$ cat config.mk
export PLATFORM = sky130hd
export DESIGN_NAME = micro_sequencer
export DESIGN_NICKNAME = d
export VERILOG_FILES = /design/src/rtl/micro_sequencer.sv
export SDC_FILE = /design/constraint.sdc
export NUM_CORES = 1
export LEC_CHECK = 0
export BUFFER_PORTS_ARGS = -buffer_cell sky130_fd_sc_hd__buf_2
export CAP_MARGIN = 20
export CORE_ASPECT_RATIO = 2
export CORE_UTILIZATION = 46
export DETAILED_ROUTE_END_ITERATION = 8
export GPL_TIMING_DRIVEN = 0
export HOLD_SLACK_MARGIN = 0.03
export PLACE_DENSITY = 0.77
export SLEW_MARGIN = 0
export SYNTH_ARGS = -nofsm -noshare
export SYNTH_HDL_FRONTEND = slang
export SYNTH_SLANG_ARGS = --single-unit
$ cat constraint.sdc
create_clock -name clk -period 2.59 [get_ports clk]
set_input_delay 0.1295 -clock clk [delete_from_list [all_inputs] [get_ports clk]]
set_output_delay 0.1295 -clock clk [all_outputs]
set_load 0.02 [all_outputs]
$ cat src/rtl/micro_sequencer.sv
// Microprogram sequencer: fetches 24-bit microinstructions from a synchronous
// control ROM and issues their control fields, with inc/branch/map/halt sequencing.
module micro_sequencer #(
  parameter logic [5:0] START_ADDR = 6'd0
) (
  input  logic        clk,
  input  logic        rst,
  input  logic        run,
  input  logic        step,
  input  logic [3:0]  ir_op,
  input  logic        flag_z,
  input  logic        flag_c,
  input  logic [23:0] uinst,
  output logic [5:0]  uaddr,
  output logic [13:0] ctrl,
  output logic        ctrl_valid,
  output logic        busy,
  output logic        halted
);

  typedef enum logic [1:0] {
    S_IDLE  = 2'd0,
    S_FETCH = 2'd1,
    S_EXEC  = 2'd2,
    S_HALT  = 2'd3
  } state_t;

  state_t      r_state;
  logic [5:0]  r_upc;
  logic        r_single;
  logic [13:0] r_ctrl;
  logic        r_ctrl_valid;
  logic        r_busy;
  logic        r_halted;

  logic [1:0]  w_seq_op;
  logic [1:0]  w_cond_sel;
  logic [5:0]  w_next_field;
  logic [5:0]  w_upc_inc;
  logic        w_cond_true;
  logic [5:0]  w_next_upc;

  assign w_seq_op     = uinst[9:8];
  assign w_cond_sel   = uinst[7:6];
  assign w_next_field = uinst[5:0];
  assign w_upc_inc    = r_upc + 6'd1;

  // Branch condition selected by the microinstruction
  always_comb begin
    w_cond_true = 1'b0;
    case (w_cond_sel)
      2'b00:   w_cond_true = 1'b1;
      2'b01:   w_cond_true = flag_z;
      2'b10:   w_cond_true = flag_c;
      2'b11:   w_cond_true = ~flag_z;
      default: w_cond_true = 1'b0;
    endcase
  end

  // Next microaddress; a halt keeps upc where it is
  always_comb begin
    w_next_upc = w_upc_inc;
    case (w_seq_op)
      2'b00: w_next_upc = w_upc_inc;
      2'b01: begin
        if (w_cond_true) begin
          w_next_upc = w_next_field;
        end else begin
          w_next_upc = w_upc_inc;
        end
      end
      2'b10:   w_next_upc = {ir_op, 2'b00};
      2'b11:   w_next_upc = r_upc;
      default: w_next_upc = w_upc_inc;
    endcase
  end

  // Sequencer FSM with registered status and control outputs
  always_ff @(posedge clk or posedge rst) begin
    if (rst) begin
      r_state      <= S_IDLE;
      r_upc        <= START_ADDR;
      r_single     <= 1'b0;
      r_ctrl       <= 14'h0000;
      r_ctrl_valid <= 1'b0;
      r_busy       <= 1'b0;
      r_halted     <= 1'b0;
    end else begin
      r_ctrl_valid <= 1'b0;
      case (r_state)
        S_IDLE: begin
          if (run) begin
            r_state  <= S_FETCH;
            r_single <= 1'b0;
            r_busy   <= 1'b1;
          end else if (step) begin
            r_state  <= S_FETCH;
            r_single <= 1'b1;
            r_busy   <= 1'b1;
          end else begin
            r_busy   <= 1'b0;
          end
        end
        S_FETCH: begin
          r_state <= S_EXEC;
          r_busy  <= 1'b1;
        end
        S_EXEC: begin
          r_ctrl       <= uinst[23:10];
          r_ctrl_valid <= 1'b1;
          if (w_seq_op == 2'b11) begin
            r_state  <= S_HALT;
            r_busy   <= 1'b0;
            r_halted <= 1'b1;
          end else begin
            r_upc <= w_next_upc;
            // run must still be high and no single-step pending to keep going
            if (run && !r_single) begin
              r_state <= S_FETCH;
              r_busy  <= 1'b1;
            end else begin
              r_state  <= S_IDLE;
              r_busy   <= 1'b0;
              r_single <= 1'b0;
            end
          end
        end
        S_HALT: begin
          r_state  <= S_HALT;
          r_busy   <= 1'b0;
          r_halted <= 1'b1;
        end
        default: begin
          r_state  <= S_IDLE;
          r_busy   <= 1'b0;
          r_halted <= 1'b0;
          r_single <= 1'b0;
        end
      endcase
    end
  end

  assign uaddr      = r_upc;
  assign ctrl       = r_ctrl;
  assign ctrl_valid = r_ctrl_valid;
  assign busy       = r_busy;
  assign halted     = r_halted;

endmodule
==> results.md, run 1 <==
- Final period utilization: between 60 and 70%
- Clk_skew: around 0.0048 ns
- # fillers: ~260
- Hold depth: 2
- Arr. time, crit path: 1.82 ns
- Reg-to-reg critical path endpoint: uaddr[3]$_DFFE_PP0P_
- Maximum clock rate: approximately 620 MHz
- Sink Count: 26
- Synth area leader: dfrtp_1
- Leak: 0.8842 nW
- Clk Latency, worst-skew pair: 0.27 ns
- First-pass GRT wire length: about 5.3 mm
- Hold Startpoint: run
- Setup CP Type: flip-flop to flip-flop
- Vias per inst: around 5.6
- Final instance area: between 1500 and 2000 um^2
- Setup Fix Bufs, Post-CTS: 0
- Post-synth top area share: 46.10%
- Slew Limit Fails: 0
- Slowest Stage Delay on Critical Path: 0.57 ns
- Minimum clock period: around 1.6 ns
- Gp weighted congestion: approximately 0.74
- Initial antenna violation count: 0
- CP Capture Type: flip-flop
- Commonest cells in the netlist: dfrtp_1 (26), mux2_2 (14), nand2_1 (12)
- Pwr/cell area: between 1000 and 1500 nW/um^2
- Final setup fails: 0
- Worst hold path type: input port to flip-flop
- Number of global-route vias before repair: between 1000 and 1500
- Async S/R FF share, synth: 100.0%
- Synth Flop Type: dfrtp_1
- Status: completed
- Reg2Reg Launch Point: r_state[0]$_DFFE_PP0N_
- Placed cell area: approximately 1700 um^2
- Number of H-tree levels: 1
- Core area: a little under 3000 um^2
- Pin count of the biggest net entering global routing: 27
- Mapped Cells: roughly 130
- Slowest cell on the critical path: nor3b_2
- Syn Nets: approximately 170
- Clock Pin Slew Worst Setup and Hold Paths: roughly 0.090 ns
- Root buf cell: clkbuf_8
- Yosys warns: 0
- Die W: 41.17 um
- Syn Area/Cell: 10.53 um^2
- Routed Antenna Nets: 0
- Die ar.: about 3300 um^2
- Endpoint, Worst Hold: r_single$_DFFE_PP0P_
- Worst-path maximum fanout: 10
- Max_slew headroom: about three fifths
- Setup_tns: 0 ns
- N_diodes: 0
- WL final: 3.306 mm
- Depth of the most critical reg-to-reg path: 4
- CTS resizes: 0
- CP Cell Sequence: nor3b_2, o21ai_0, o21ai_1, o32a_1
- Clock Path Buffers: 2
- Netlist Area Pre-Place: 1411 um^2
- Synth-to-Final Area Change: 30.23%
- Post-synth EDFFs: 0
- Cell with the most instances after synthesis: dfrtp_1
- Count of cell types in the netlist: 39
- DR DRC count: 0
- Dpl ws: ~0.99 ns
- GRT Resource Usage Total: 22.06%
- Total iterations of the first detailed-routing run: 4
- CP required: approximately 2.8 ns
- FF+latch count, synth: 26
- Starting Density: around 48%
- WL/cell: 14.63 um
- Final Hold Violating Endpoints: 0
- Via Count: about 1300
- FP Rows: 28
- TritonCTS clock tree: built
- RSZ-0062 raised after global routing: no
- Proportion of synthesized chip area in sequential cells: between 40% and 50%
- Port Buf Inserts: 56
- Worst hold margin: 0.08080 ns
- Worst vdd ir: between 0.0006 and 0.0007 V
- Die Y: 80.34 um
- Layout cells sized above 1: about 44%
- Total gr overflow: 0
- Final worst slack: slightly below 1 ns
- Synth top area cells: dfrtp_1 (46%), mux2_2 (11%), ha_1 (3.5%)
- Total of max-cap violations: 0
- DR iter-0 viols: 24
- Slew @ Worst Pin: 0.6140 ns
- Total Nets Final: about 240
- Hpwl dp: roughly 2.6 mm
- Io pins: 57
- Total CTS buffers: 3
- Critical Path Start Type: flip-flop
- R2R setup slack: a little under 1 ns
## cell type report
type                    count  area (um^2)  area share, %
multi-input cells          93        695.7          37.85
flip-flops and latches     26        650.6          35.40
repair buffers             58        317.8          17.29
clock buffers               3        41.29          2.246
inverters                   9        33.78          1.838
well taps                  30        37.54          2.042
clock inverters             1        30.03          1.634
plain buffers               6        31.28          1.702
## state kept, by name (all words and copies together), names as in the netlist
| name | cells |
|---|---|
| ctrl_valid | 1 |
| halted | 1 |
| r_single | 1 |
| r_state | 2 |
| uaddr | 6 |
| busy | 1 |
| ctrl | 14 |
## how the worst max path moves through the flow
stage | startpoint | endpoint | cells past startpoint
after floorplan | uaddr[0]$_DFFE_PP0P_ | uaddr[4]$_DFFE_PP0P_ | 5
after global placement | uinst[8] | uaddr[5]$_DFFE_PP0P_ | 6
after detailed placement | uinst[8] | uaddr[3]$_DFFE_PP0P_ | 6
after CTS | r_state[0]$_DFFE_PP0N_ | uaddr[3]$_DFFE_PP0P_ | 4
after global routing | r_state[0]$_DFFE_PP0N_ | uaddr[3]$_DFFE_PP0P_ | 4
final | r_state[0]$_DFFE_PP0N_ | uaddr[3]$_DFFE_PP0P_ | 4
## kinds of logic (layout without fill, tap and decap cells)
kind of cell	Yosys count	after routing	share of synthesized area (%)
xor+xnor	3	3	1.862
buf+inv	15	77	4.609
simple gates	33	33	12.41
compound gates	36	36	17.82
mux	17	17	13.65
flops	26	26	46.10
fa+ha+maj	4	4	3.546
## routing by layer
metal  part of all wire (%)  up-vias  GRT usage, %  wire, um
met4                    1.1        0         7.419        36
met3                    5.4        4         1.934       178
met2                     56       60         41.72      1857
met1                     37      592         22.44      1234
met5                      0        -             0         0
li1                       -      604             -         -
## stage by stage
| stage | util, % | power, mW | cells |
|---|---|---|---|
| 2_1_floorplan | - | 1.410 | 134 |
| 3_3_place_gp | 58.76 | 1.680 | 220 |
| 3_5_place_dp | 58.76 | 1.727 | 220 |
| 4_1_cts | 61.18 | 2.059 | 224 |
| 5_1_grt | 62.46 | 2.211 | 226 |
| 6_report | 62.46 | 2.050 | 226 |
## power breakdown
group          leakage (nW)  switching, mW  total, mW  internal (mW)
Combinational         0.546          0.546      0.970          0.424
Sequential            0.303          0.156      0.752          0.596
Clock                0.0357          0.122      0.329          0.207
## cells in the final DEF (no fill, tap or decap), drive strengths merged, types with 3 or more instances in the layout
| master | netlist | routed |
|---|---|---|
| clkbuf | 2 | 5 |
| dfrtp | 26 | 26 |
| a211oi | 3 | 3 |
| o21ai | 11 | 11 |
| mux2 | 15 | 15 |
| nor2 | 5 | 5 |
| inv | 9 | 9 |
| nor2b | 3 | 3 |
| o211ai | 3 | 3 |
| a21oi | 6 | 6 |
| nand3 | 3 | 3 |
| buf | 4 | 61 |
| nand2 | 12 | 12 |
| ha | 4 | 4 |
## worst max-delay path, delay by kind of cell, from the launching register on
| family | cells | cell delay [ns] |
|---|---|---|
| flops | 1 | 0.47 |
| compound gates | 3 | 0.52 |
| simple gates | 1 | 0.57 |
## what timing repair did
item                                    4_1_cts  5_1_grt
endpoints found under the setup margin        0        0
hold buffers                                  0        1
endpoints found under the hold margin         0       26
(Power assumes the default switching activity.)
==> run 2: changes to the inputs <==
--- a/config.mk
+++ b/config.mk
@@ -8,11 +8,11 @@
 export BUFFER_PORTS_ARGS = -buffer_cell sky130_fd_sc_hd__buf_2
 export CAP_MARGIN = 20
 export CORE_ASPECT_RATIO = 2
-export CORE_UTILIZATION = 46
+export CORE_UTILIZATION = 43
 export DETAILED_ROUTE_END_ITERATION = 8
 export GPL_TIMING_DRIVEN = 0
 export HOLD_SLACK_MARGIN = 0.03
-export PLACE_DENSITY = 0.77
+export PLACE_DENSITY = 0.75
 export SLEW_MARGIN = 0
 export SYNTH_ARGS = -nofsm -noshare
 export SYNTH_HDL_FRONTEND = slang
==> constraint.sdc (replaced) <==
create_clock -name clk -period 1.42 [get_ports clk]
set_input_delay 0.071 -clock clk [delete_from_list [all_inputs] [get_ports clk]]
set_output_delay 0.071 -clock clk [all_outputs]
set_load 0.02 [all_outputs]
==> results.md, run 2 (same netlist as run 1, synthesis figures left out) <==
- WL final: about 3.5 mm
- Dpl ws: -0.1527 ns
- Max_slew headroom: 70.06%
- CP required: 1.59 ns
- Clk Latency, worst-skew pair: 0.26 ns
- Leak: 0.9268 nW
- Via Count: about 1400
- Depth of the most critical reg-to-reg path: 4
- Cell internal pwr: around 2.4 mW
- Met1 GRT Util: between 20% and 30%
- Final period utilization: 101.3%
- Total CTS buffers: 3
- Pin count of the biggest net entering global routing: 27
- Reg2Reg Launch Point: uaddr[2]$_DFFE_PP0P_
- N_diodes: 0
- Maximum clock rate: 695.3 MHz
- CP Capture Type: flip-flop
- P_sw: between 1.5 and 2 mW
- CP Cell Sequence: nand4_1, nor3b_2, o311ai_2, a221oi_2
- Sink Count: 26
- Total of max-cap violations: 0
- Minimum clock period: approximately 1.4 ns
- Die W: approximately 43 um
- Reg-to-reg critical path endpoint: uaddr[5]$_DFFE_PP0P_
- DR DRC count: 0
- First-pass GRT wire length: about 5.6 mm
- Setup CP Type: flip-flop to flip-flop
- Final Hold Violating Endpoints: 0
- Pwr/cell area: approximately 2000 nW/um^2
- DR iter-0 viols: 16
- Slew Limit Fails: 0
- Arr. time, crit path: around 1.6 ns
- Die ar.: about 3500 um^2
- Grt met3 use: around 2.4%
- Worst vdd ir: between 0.0008 and 0.0009 V
- Switching part of the total: between 40% and 50%
- Total gr overflow: 0
- Slowest Stage Delay on Critical Path: roughly 0.46 ns
- Sequential share of power: 34.8%
- Most frequent cells in the layout: buf_2 (57), dfrtp_1 (22), mux2_2 (14)
- Clock Power Share: 11.4%
- Io pins: between 50 and 60
- Number of H-tree levels: 1
- Combinational power share: a little over half
- Number of global-route vias before repair: between 1000 and 1500
- Starting Density: about 45%
- Clock Path Buffers: 2
- Status: finished with violations
- Port Buf Inserts: 56
- Total Nets Final: 243
- Slew @ Worst Pin: between 0.4 and 0.5 ns
- Setup crit start: uaddr[2]$_DFFE_PP0P_
- R2R setup slack: -0.02 ns
- Layout cells sized above 1: approximately half
- Critical Path Start Type: flip-flop
- Commonest non-fill, non-tap cell in the layout: buf_2
- Vias per inst: approximately 5.7
- Slowest cell on the critical path: dfrtp_2
- Clk_skew: ~0.007 ns
- Failing checks: negative setup slack
- Hpwl dp: 2.610 mm
- M2 GR Usage: 37.06%
- Worst hold path type: input port to flip-flop
- TritonCTS clock tree: built
- Routed Antenna Nets: 0
- Worst hold margin: between 0.04 and 0.05 ns
- Tot Pwr: between 3 and 4 mW
- Clock Pin Slew Worst Setup and Hold Paths: around 0.080 ns
- WL/cell: approximately 15 um
- Total iterations of the first detailed-routing run: 4
- Gp weighted congestion: just over 0.7
- Core area: roughly 3200 um^2
- FP Rows: 29
- Initial antenna violation count: 0
- Worst setup endpoint: uaddr[5]$_DFFE_PP0P_
- GRT Max-Usage Layer: met2
- Final setup fails: 2
- Worst-path maximum fanout: 8
- Max reg flops: 14
- Die Y: 83.02 um
- Final worst slack: -0.01826 ns
- Root buf cell: clkbuf_8
- RSZ-0062 raised after global routing: yes
- Synth-to-Final Area Change: 40.51%
- GRT Resource Usage Total: between 10% and 20%
run 2: changes by cell type in the layout (fill, tap and decap cells not counted), moves of 3 or more:
cell,before,now
dfrtp_2,0,4
dfrtp_1,26,22
o21ai_1,1,4
buf_4,1,6
o21ai_0,10,6
run 2: per-stage QoR:
| step | utilization, % | instance area (um^2) | TNS (ns) | instances |
|---|---|---|---|---|
| after floorplan | - | 1413 | 0 | 134 |
| after global placement | 54.86 | 1732 | -0.8807 | 221 |
| after detailed placement | 54.86 | 1732 | -1.161 | 221 |
| after global routing | 62.82 | 1983 | -0.2385 | 235 |
| after CTS | 59.37 | 1874 | 0 | 229 |
| final | 62.82 | 1983 | -0.03243 | 235 |
run 2: how the worst min path moves through the flow:
stage / cells past startpoint / slack (ns) / endpoint / startpoint
floorplan: 1 / 0.11 / busy$_DFF_PP0_ / rst
global placement: 2 / 0.31 / ctrl[10]$_DFFE_PP0P_ / uinst[20]
detailed placement: 2 / 0.31 / r_single$_DFFE_PP0P_ / run
CTS: 2 / 0.04 / ctrl[0]$_DFFE_PP0P_ / uinst[10]
global route: 2 / 0.04 / ctrl[2]$_DFFE_PP0P_ / uinst[12]
finish: 2 / 0.04 / ctrl[2]$_DFFE_PP0P_ / uinst[12]
run 2: timing repair:
item                                   in CTS  in global routing
resized for setup                           9                 12
hold buffers                                1                  2
pin swaps                                   2                  1
endpoints found under the hold margin       1                 27
cloned                                      0                  0
setup buffers                               5                  3
setup endpoints to repair                  15                 20
run 2: power by group through the flow:
stage	Sequential, mW	Clock (mW)	Combinational, mW
finish	1.37	0.449	2.12
global route	1.42	0.504	2.29
CTS	1.36	0.467	1.97
detailed placement	1.38	0	1.77
global placement	1.36	0	1.71
floorplan	1.73	0	0.846
run 2: critical path, delay by kind of cell, from the launching register on:
kind / cells / cell delay, ns
simple gates: 2 / 0.43
compound gates: 2 / 0.44
flops: 1 / 0.46
run 2: final cells by class:
type	count	area, um^2
fill	272	1174
inverter	9	33.78
multi-input combinational	93	745.7
tap	31	38.79
buffer	4	31.28
sequential	26	655.6
timing repair buffer	68	422.9
clock buffer	4	55.05
run 2: metal layers:
metal	share of wire (%)	wire length, um	up-vias
li1	-	-	619
met1	34	1209	654
met2	59	2098	71
met3	5.1	181	6
met4	1.5	52	0
met5	0	0	-
==> run 3: changes to the inputs <==
--- a/config.mk
+++ b/config.mk
@@ -5,14 +5,15 @@
 export SDC_FILE = /design/constraint.sdc
 export NUM_CORES = 1
 export LEC_CHECK = 0
+export ABC_AREA = 1
 export BUFFER_PORTS_ARGS = -buffer_cell sky130_fd_sc_hd__buf_2
 export CAP_MARGIN = 20
 export CORE_ASPECT_RATIO = 2
-export CORE_UTILIZATION = 43
+export CORE_UTILIZATION = 42
 export DETAILED_ROUTE_END_ITERATION = 8
 export GPL_TIMING_DRIVEN = 0
 export HOLD_SLACK_MARGIN = 0.03
-export PLACE_DENSITY = 0.75
+export PLACE_DENSITY = 0.74
 export SLEW_MARGIN = 0
 export SYNTH_ARGS = -nofsm -noshare
 export SYNTH_HDL_FRONTEND = slang
==> results.md, run 3 <==
- Arr. time, crit path: roughly 1.5 ns
- Number of global-route vias before repair: 1321
- Pwr/cell area: 1873 nW/um^2
- CP required: 1.59 ns
- Placed Cells: between 200 and 300
- Leak: roughly 1.2 nW
- Reg2Reg Launch Point: uaddr[0]$_DFFE_PP0P_
- WL/cell: about 11 um
- Final Hold Violating Endpoints: 0
- Hold depth: 3
- Initial antenna violation count: 0
- Proportion of synthesized chip area in sequential cells: between 40% and 50%
- Commonest cells in the netlist: nand2_1 (88), dfrtp_1 (26), inv_1 (21)
- Tot Pwr: approximately 3.7 mW
- Multi-input gate area: about 620 um^2
- Cell with the most instances after synthesis: nand2_1
- Slew Limit Fails: 0
- Die W: roughly 42 um
- Hold Startpoint: uinst[0]
- Total iterations of the first detailed-routing run: 4
- Fraction of the mapped netlist area in simple logic gates: approximately a third
- Port Buf Inserts: 56
- Final setup fails: 0
- Adder-cell share of the synthesized area: under 10%
- FF+latch count, synth: 26
- Final period utilization: 90.16%
- Via Count: around 1400
- Synth Flop Type: dfrtp_1
- Worst hold path type: input port to flip-flop
- Compound-Gate Fraction of Synth Area: 6.124%
- Post-synthesis xor/xnor area fraction: less than 1%
- Gp weighted congestion: 0.8472
- DR DRC count: 0
- Synth area leader: dfrtp_1
- Setup CP Type: flip-flop to flip-flop
- Commonest non-fill, non-tap cell in the layout: nand2_1
- Endpoint, Worst Hold: uaddr[0]$_DFFE_PP0P_
- Async S/R FF share, synth: 100.0%
- Clock Pin Slew Worst Setup and Hold Paths: 0.09 ns
- Pin count of the biggest net entering global routing: 27
- Io pins: 57
- Total CTS buffers: 3
- Die Y: around 83 um
- Slew @ Worst Pin: 0.4031 ns
- Syn Nets: around 220
- FP Rows: 29
- Die ar.: ~3500 um^2
- Maximum clock rate: between 700 and 800 MHz
- Storage element area: around 650 um^2
- First-pass GRT wire length: ~5.5 mm
- Clk Latency, worst-skew pair: ~0.28 ns
- Root buf cell: clkbuf_8
- Worst-path maximum fanout: 4
- Synth top area cells: dfrtp_1 (48%), nand2_1 (24%), inv_1 (5.8%)
- Count of cell types in the netlist: 23
- Cell Count, Final, Fillers Out: about 300
- Post-synth top area share: 47.53%
- Clock Path Buffers: 2
- RSZ-0062 raised after global routing: no
- Vias per inst: around 4.8
- Starting Density: 43.87%
- Layout cells sized above 1: 31.06%
- CP Capture Type: flip-flop
- Netlist Area Pre-Place: 1369 um^2
- Post-synth EDFFs: 0
- Sink Count: 26
- Yosys warns: 0
- Total Nets Final: a little over 300
- TritonCTS clock tree: built
- Largest family of logic cells by synthesized area: simple AND/OR/NAND/NOR gates
- Clk_skew: ~0.0025 ns
- Routed Antenna Nets: 0
- Most frequent cells in the layout: nand2_1 (88), buf_2 (57), dfrtp_1 (25)
- # fillers: 290
- Setup_tns: 0 ns
- Synth-to-Final Area Change: 44.42%
- Total of max-cap violations: 0
- Critical Path Start Type: flip-flop
- Number of H-tree levels: 1
- Mapped Cells: 183
- WL final: roughly 3.4 mm
- Final design utilization: 63.35%
- Max reg flops: 14
- Core area: 3120 um^2
- Max_slew headroom: between 70% and 80%
- Syn Area/Cell: between 7 and 8 um^2
- Worst vdd ir: approximately 0.0013 V
- Total gr overflow: 0
- N_diodes: 0
- R2R setup slack: between 0.1 and 0.15 ns
- Depth of the most critical reg-to-reg path: 9
- GRT Resource Usage Total: around 20%
- Status: completed
- Minimum clock period: 1.280 ns
- Hpwl dp: 2.369 mm
- DR iter-0 viols: 12
- Multiplexer share of the synthesized area: 0%
- Reg-to-reg critical path endpoint: uaddr[4]$_DFFE_PP0P_
==> run 3: kinds of logic (layout without fill, tap and decap cells) <==
| group | Yosys count | count (layout) |
|---|---|---|
| compound gates | 14 | 14 |
| xor+xnor | 1 | 1 |
| fa+ha+maj | 4 | 4 |
| buf+inv | 27 | 108 |
| flops | 26 | 26 |
| simple gates | 111 | 111 |
==> run 3: worst max path at each step <==
stage	startpoint	end	slack, ns
after floorplan	uaddr[0]$_DFFE_PP0P_	uaddr[4]$_DFFE_PP0P_	0.04
after global placement	uaddr[0]$_DFFE_PP0P_	uaddr[4]$_DFFE_PP0P_	0.04
after detailed placement	uaddr[0]$_DFFE_PP0P_	uaddr[4]$_DFFE_PP0P_	0.04
after CTS	uaddr[0]$_DFFE_PP0P_	uaddr[4]$_DFFE_PP0P_	0.02
after global routing	uaddr[1]$_DFFE_PP0P_	uaddr[4]$_DFFE_PP0P_	0.008
final	uaddr[0]$_DFFE_PP0P_	uaddr[4]$_DFFE_PP0P_	0.14
==> run 3: cell type report <==
cell class | count | share of cell area (%)
Timing Repair Buffer | 77 | 25.19
Clock buffer | 4 | 2.785
Multi-Input combinational cell | 130 | 31.33
Buffer | 3 | 1.203
Sequential cell | 26 | 32.97
Inverter | 24 | 4.557
Tap cell | 31 | 1.962
==> run 3: per-stage QoR <==
stage | instance area (um^2) | hold WS [ns] | setup slack, ns
floorplan | 1369 | 0.1110 | 0.04214
global placement | 1688 | 0.2718 | 0.04453
detailed placement | 1688 | 0.2778 | 0.03709
CTS | 1893 | 0.03827 | 0.02178
global route | 1977 | 0.06852 | 0.008393
finish | 1977 | 0.04176 | 0.1397
==> run 3: worst max-delay path, cell delays in order, from the launching register on <==
cell	delay [ns]
dfrtp_2	0.45
ha_4	0.17
nand3_1	0.10
nor2_1	0.06
nor2_2	0.12
nand2_1	0.06
nand3_1	0.06
nand2_1	0.05
nand2_1	0.05
nand2_1	0.05
==> run 3: timing repair <==
action / 4_1_cts / 5_1_grt
resized for setup: 0 / 4
hold buffers: 15 / 1
hold endpoints to repair: 15 / 7
setup endpoints to repair: 0 / 1
buffers inserted: 0 / 4
==> run 3: routing by layer <==
layer,up-vias,share of wire [%],track usage [%]
li1,718,-,-
met1,659,36,19.25
met2,47,57,41.54
met3,5,5.6,3.043
met4,0,1.8,7.500
met5,-,0,0
==> run 3: power by group <==
part	internal (mW)	switching (mW)
logic	0.708	1.16
registers	1.09	0.264
clock network	0.248	0.233
